`src/rtl/fir_coef_loader.sv`:
```
// Coefficient loader for one fir_filter: shadows SW-written taps, shifts them into the
// filter's cfg_din/cfg_ce chain on start, and mutes the filter output until its pipeline has flushed.
module fir_coef_loader #(
  parameter int MAX_LEN = 64,
  parameter int ADDR_W  = 6
) (
  input  logic              clk,
  input  logic              reset,
  input  logic              wr_en,
  input  logic [ADDR_W-1:0] wr_addr,
  input  logic [24:0]       wr_data,
  input  logic              start,
  input  logic [31:0]       filt_len,
  output logic [24:0]       cfg_din,
  output logic              cfg_ce,
  output logic              mute,
  output logic              busy,
  output logic              done,
  output logic              err
);

  typedef enum logic [1:0] {
    IDLE  = 2'd0,
    LOAD  = 2'd1,
    FLUSH = 2'd2,
    DONE  = 2'd3
  } state_t;

  localparam logic [31:0] MAX_LEN_W = 32'(MAX_LEN);

  state_t            state_reg;
  logic [ADDR_W:0]   count_reg;
  logic [ADDR_W:0]   len_reg;
  logic [24:0]       shadow_mem [MAX_LEN];

  logic              len_ok;
  logic              wr_in_range;
  logic              wr_accept;
  logic              last_count;
  logic [ADDR_W-1:0] first_addr;
  logic [ADDR_W-1:0] next_addr;
  logic [ADDR_W-1:0] rd_addr;
  logic [24:0]       rd_word;

  always_comb begin
    len_ok      = (filt_len != 32'd0) && (filt_len <= MAX_LEN_W);
    wr_in_range = {{(32-ADDR_W){1'b0}}, wr_addr} < MAX_LEN_W;
    wr_accept   = reset && (state_reg == IDLE) && wr_en && wr_in_range;
    last_count  = (count_reg == len_reg - (ADDR_W+1)'(1));
    // Word for the cycle after this one: top tap first, then walk down to buf[0].
    first_addr  = filt_len[ADDR_W-1:0] - ADDR_W'(1);
    next_addr   = ADDR_W'(len_reg - count_reg - (ADDR_W+1)'(2));
    rd_addr     = (state_reg == IDLE) ? first_addr : next_addr;
    // A write in the same cycle as start must be seen by the first shifted word.
    if (wr_accept && (wr_addr == rd_addr))
      rd_word = wr_data;
    else
      rd_word = shadow_mem[rd_addr];
  end

  // Shadow buffer has no reset so SW-written taps survive a reset.
  always_ff @(posedge clk) begin
    if (wr_accept)
      shadow_mem[wr_addr] <= wr_data;
  end

  always_ff @(posedge clk) begin
    if (!reset) begin
      state_reg <= IDLE;
      count_reg <= '0;
      len_reg   <= '0;
      cfg_din   <= '0;
      cfg_ce    <= 1'b0;
      mute      <= 1'b0;
      busy      <= 1'b0;
      done      <= 1'b0;
      err       <= 1'b0;
    end else begin
      done <= 1'b0;
      err  <= wr_en && (state_reg != IDLE);
      case (state_reg)
        IDLE: begin
          cfg_ce  <= 1'b0;
          cfg_din <= '0;
          mute    <= 1'b0;
          busy    <= 1'b0;
          if (start) begin
            if (len_ok) begin
              state_reg <= LOAD;
              len_reg   <= filt_len[ADDR_W:0];
              count_reg <= '0;
              cfg_ce    <= 1'b1;
              cfg_din   <= rd_word;
              mute      <= 1'b1;
              busy      <= 1'b1;
            end else begin
              err <= 1'b1;
            end
          end
        end
        LOAD: begin
          if (last_count) begin
            state_reg <= FLUSH;
            count_reg <= '0;
            cfg_ce    <= 1'b0;
            cfg_din   <= '0;
          end else begin
            count_reg <= count_reg + (ADDR_W+1)'(1);
            cfg_din   <= rd_word;
          end
        end
        FLUSH: begin
          if (last_count) begin
            state_reg <= DONE;
            count_reg <= '0;
            done      <= 1'b1;
          end else begin
            count_reg <= count_reg + (ADDR_W+1)'(1);
          end
        end
        DONE: begin
          state_reg <= IDLE;
          count_reg <= '0;
          mute      <= 1'b0;
          busy      <= 1'b0;
        end
        default: begin
          state_reg <= IDLE;
          count_reg <= '0;
          cfg_ce    <= 1'b0;
          cfg_din   <= '0;
          mute      <= 1'b0;
          busy      <= 1'b0;
        end
      endcase
    end
  end

endmodule

```
`config.mk`:
```
export PLATFORM = sky130hd
export DESIGN_NAME = fir_coef_loader
export DESIGN_NICKNAME = d
export VERILOG_FILES = /design/src/rtl/fir_coef_loader.sv
export SDC_FILE = /design/constraint.sdc
export NUM_CORES = 2
export LEC_CHECK = 0
export CORE_UTILIZATION = 40
export CTS_BUF_LIST = sky130_fd_sc_hd__clkbuf_8
export CTS_CLUSTER_SIZE = 24
export DETAILED_ROUTE_END_ITERATION = 6
export DONT_BUFFER_PORTS = 1
export GPL_TIMING_DRIVEN = 0
export PLACE_DENSITY = 0.62
export SLEW_MARGIN = 20
export SYNTH_ARGS = -nofsm -noshare
export SYNTH_HDL_FRONTEND = slang
export SYNTH_SLANG_ARGS = --single-unit
```
`constraint.sdc`:
```
create_clock -name clk -period 3.9 [get_ports clk]
set_input_delay 0 -clock clk [delete_from_list [all_inputs] [get_ports clk]]
set_output_delay 0 -clock clk [all_outputs]
set_load 0.02 [all_outputs]
```
# == Yosys cells after proc, flatten, opt, wreduce, memory -nomap -nowiden ==
# Memory sizes are Yosys's and may differ from the RTL's.
# Cells that the tools add are included.
# word_totals
register_bits,45
ram_bits,1600
in_bits,67
out_inout_bits,30
word_cells,66
mem_count,1
# memory_table
name,depth,word_bits,read_ports,rd_clocked_by_memory_dff,wr,line_no,rtl
shadow_mem,64,25,1,0,1,34,logic [24:0] shadow_mem [MAX_LEN];
# classes
add_sub_neg,5
order_cmp,1
eq_ne,9
n_mux,26
reduce_logical,16
# op_table
cell,n
25-bit 2-to-1 mux,4
25-bit case mux with 2 select lines,1
32-bit by 7-bit less-or-equal comparator with 1-bit output (second input constant),1
32-bit nonzero test,1
7-bit 2-to-1 mux,3
7-bit case mux with 3 select lines,1
1-bit 2-to-1 mux,9
2-bit 2-to-1 mux,4
2-bit inequality test (second input constant),4
2-bit case mux with 4 select lines,1
7-bit by 1-bit adder with 7-bit output (second input constant),1
7-bit equality test,1
7-bit by 1-bit subtractor with 7-bit output (second input constant),1
6-bit equality test,1
6-bit 2-to-1 mux,1
2-bit AND reduction,3
2-bit nonzero test,3
6-bit by 1-bit subtractor with 6-bit output (second input constant),1
6-bit by 2-bit subtractor with 6-bit output (second input constant),1
6-bit subtractor,1
1-bit logical AND,5
2-bit equality test (second input constant),2
1-bit case mux with 2 select lines,2
4-bit AND reduction,1
4 further kinds,4

# == Depth between registers and ports, before layout ==
# depth
depth_word,9
mapped_depth,16
ltp_nobuf,14

# == Worst setup path after synthesis ==
# OpenSTA, ideal clock, no wires.
# synth_timing
kind,register -> register
startpoint,register len_reg[1]
endpoint,register cfg_din[10]
arrival_ns,3.235
setup_slack_ns,0.544
path_stages_with_launch,17
n_path_buf,2
cell_sequence,dfxtp_1 -> inv_1 -> ha_1 -> inv_1 -> ha_1 -> inv_1 -> fa_1 -> nor2b_1 -> a32o_1 -> clkbuf_1 -> clkbuf_1 -> nand3_1 -> nand4_1 -> o21ai_0 -> a211oi_1 -> a21oi_1 -> a221o_1
# synth_between
elab_chain_cells,9
word_cells_on_any_way,13
cone_classes,add/sub (3); eq/ne (2); mux (6); reduce/logical (1); memory (1)
# synth_lines
item,line_no,rtl
start: declaration,33,logic [ADDR_W:0] len_reg;
start signal: assignment,90,len_reg <= filt_len[ADDR_W:0];
branches (longest 8 deep; another with memory read 64 x 25 bit),-,
25-bit case mux with 2 select lines *,81,case (state_reg)
end signal: assignment,93,cfg_din <= rd_word;
end signal: assignment,109,cfg_din <= rd_word;
end: declaration,14,"output logic [24:0] cfg_din,"
# Mark *: on every way between the ends.
# A chain may end at the register's enable or synchronous reset.

# == Worst setup path in the final report ==
# layout_timing
startpoint,register len_reg[1]
endpoint,register cfg_din[2]
# Same word-level chain as after synthesis.

==> results.toml <==
[floorplanning]
num_rows = 148
io_pins = 97
die_area_sq_um = 165000
floorplan.initialDensity_pct = 40.3
core_region_area_sq_um = 163000
dieWidth_um = 407
die_h_um = 407

[hold_path]
worstHoldStart = "wr_data[19]"
whs_path_depth = 2
hold_path_end = "shadow_mem[40][19]"
worst_hold_path_type = "input pin to flop"

[synth]
synthAdderAreaFrac_pct = 0.336
synth_area_leader_cell = "edfxtp_1"
syn_nets = 5326
netlist_instances = 5242
yosys.area.top_type_share_pct = 73.3
synth-xor-area-share_pct = 0.279
synth_area_per_cell_sq_um = 12.5
synth-seq-cells = 1645
synth_area_sq_um = 65600
async_reset_ff_share_pct = 0
synth_edf_count = 1600
yosys_most_used_dff = "edfxtp_1"
synth_mux_area_share_pct = 0.479
ys_types = 68
synth_compound_area_share_pct = 3.12
synthTopCellsByArea = "edfxtp_1, nand2_1, nand3_1"
yosys.area_share.simple_pct = 19.0
synth_top_family_by_area = "simple AND/OR/NAND/NOR gates"
ys_warn_count = 0
synth_seq_area_share_pct = 74.7

[sta]
clock_skew_ns = 0.0440
setup_tns_ns = -0.425
finalHoldViolations = 0
finalMaxSlewViolations = 0
finalCritPeriodShare_pct = 102
setup_slack_ns = -0.0753
worst_pin_slew_ns = 1.24
fmax_ghz = 0.252
setup_viol = 12
slew_headroom_pct = 17.2
period_minus_slack_ns = 3.98

[place]
dp_slack_ns = -1.78
dp_hpwl_um = 134000
globalplace.congestion = 0.992
numPortBuffers = 0
placed_area_sq_um = 70100

[drt]
drt_iter0_drc = 6225
num_vias = 45700
detail-route-antenna-nets = 0
wl_met3_um = 24700
drc = 0
wl_per_cell_um = 26.1
m1WireLength_um = 82700
routed_via_density = 5.67
drt_wl_total_um = 210000
met2_wirelength_um = 94500
top_layer = "met5"
firstDrtPassIters = 6

[power_and_ir_drop]
p_per_area_nw_per_um2 = 557
power.switching_mw = 14.2
max-vdd-ir-drop_mv = 0.345
combinationalPowerShare_pct = 23.1
p_total_mw = 43.4
sequentialPowerShare_pct = 44.9
pwr-share-clk_pct = 31.9
internal_power_mw = 29.2
leakage_nw = 26.9
p_sw_share_pct = 32.7

[worst_setup_path]
worst-setup-path-type = "flop to flop"
worstPathRequired_ns = 4.79
rr_worst_depth = 16
arrival_ns = 4.87
reg2reg_from = "len_reg[1]"
rrSetupSlack_ns = -0.08
end_kind = "flop"
crit_path_max_fanout = 5
r2r-end = "cfg_din[2]"
crit_path_start_kind = "flop"

[layout]
reg_top3 = "shadow_mem: 1600 flops, cfg_din: 25 flops"
final_cell_mix = "edfxtp_1, nand2_1, nand3_1"
drive_above_1_share_pct = 14.5
largest_register = "shadow_mem"
area_growth_pct = 19.0
nets = 5788
regArea_sq_um = 49000
multi_input_area_sq_um = 16700
layout_commonest_cell = "edfxtp_1"
largest_reg_flops = 1600
fin_area_sq_um = 78000
n_fill_cell = 14100

[clock_tree]
cts_tree = "built"
ctsHtreeMaxLevel = 5
cts_buffer_depth = 4
clk_pin_slew_ns = 0.06
cts_sinks = 1645
clk_latency_ns = 1.01
root_buffer = "clkbuf_8"
numCtsBuffers = 289

[global_route]
grt_antenna_before_repair = 7
overflow = 0
grt.total_usage_pct = 25.0
grt_max_degree = 66
grt_pass1_vias = 43000
grt_pass1_wl_um = 297000

[flow_run]
maxCapViolCount = 0

[outcome]
status = "finished with violations"
violations = "negative setup slack"
routing by layer:
metal | track usage [%] | vias up
li1 | - | 20000
met1 | 34.2 | 22400
met2 | 38.0 | 2862
met3 | 5.93 | 458
met4 | 10.8 | 2
met5 | 0 | -
power by group through the flow:
stage | Sequential (mW) | Combinational [mW] | Clock, mW
2_1_floorplan | 19.9 | 4.43 | 0
6_report | 19.5 | 10.0 | 13.9
3_5_place_dp | 19.9 | 8.13 | 0
3_3_place_gp | 19.9 | 7.97 | 0
4_1_cts | 19.5 | 9.46 | 14.0
5_1_grt | 19.5 | 10.5 | 14.7
repair_timing:
action / in CTS / in global routing
setup buffers: 23 / 10
gates cloned: 0 / 1
pin swaps: 59 / 39
hold buffers: 84 / 0
setup endpoints to repair: 25 / 321
gates resized for setup: 335 / 214
endpoints found under the hold margin: 1976 / 0
logic make-up (layout without fill, tap and decap cells):
group	Yosys count	in the layout
buffers and inverters	356	989
multiplexers	31	31
flip-flops	1645	1645
XOR/XNOR	20	20
other	0	9
adder cells (fa/ha/maj)	17	17
AO/OA/AOI/OAI	310	310
AND/OR/NAND/NOR	2863	2863
cells in the mapped netlist (15+ instances only):
cell type and instances:
nor2_1 90, clkbuf_1 274, a211oi_1 49, buf_1 36
mux2i_1 28, a221o_1 25, nand4_1 78, dfxtp_1 45
nand2_1 1578, nand3_1 1063, buf_2 15, a21oi_1 134
a32oi_1 25, inv_1 24, ha_1 16, edfxtp_1 1600
o21ai_0 31
how the worst max path moves through the flow:
stage                           from          end  slack (ns)  cells past startpoint
after floorplan           len_reg[1]  cfg_din[10]        0.54                     16
after global placement    len_reg[1]  cfg_din[23]       -2.60                     14
after detailed placement  len_reg[1]   cfg_din[9]       -1.78                     16
after CTS                 len_reg[1]   cfg_din[0]      -0.002                     15
after global routing      len_reg[1]   cfg_din[9]       -0.03                     15
final                     len_reg[1]   cfg_din[2]       -0.08                     16
per-stage QoR:
stage          hold slack, ns  util (%)  std cells
5_1_grt                0.0385      47.9       8057
6_report               0.0530      47.9       8059
3_5_place_dp            0.112      43.1       7476
4_1_cts              0.000500      47.6       8043
2_1_floorplan          0.0989         -       5242
3_3_place_gp            0.112      41.9       7417
final cells by class:
class / instances / area share [%]
flip-flops and latches: 1645 / 62.8
multi-input cells: 3241 / 21.4
clock buffers: 298 / 5.26
repair buffers: 176 / 3.75
well taps: 2175 / 3.49
plain buffers: 326 / 2.24
clock inverters: 164 / 0.892
inverters: 25 / 0.122
diodes: 9 / 0.0289
worst max-delay path, stage by stage (launching register included):
cell,delay (ns)
dfxtp_2,0.35
inv_2,0.06
ha_4,0.23
inv_2,0.06
ha_4,0.12
inv_1,0.05
fa_2,0.64
nor2b_4,0.25
a21o_4,0.18
a21oi_4,0.10
buf_4,0.21
buf_2,0.16
nand3_1,0.08
nand4_1,0.40
a211oi_4,0.49
a21oi_2,0.18
a221o_1,0.29
Power figures use the tool's default switching activity.
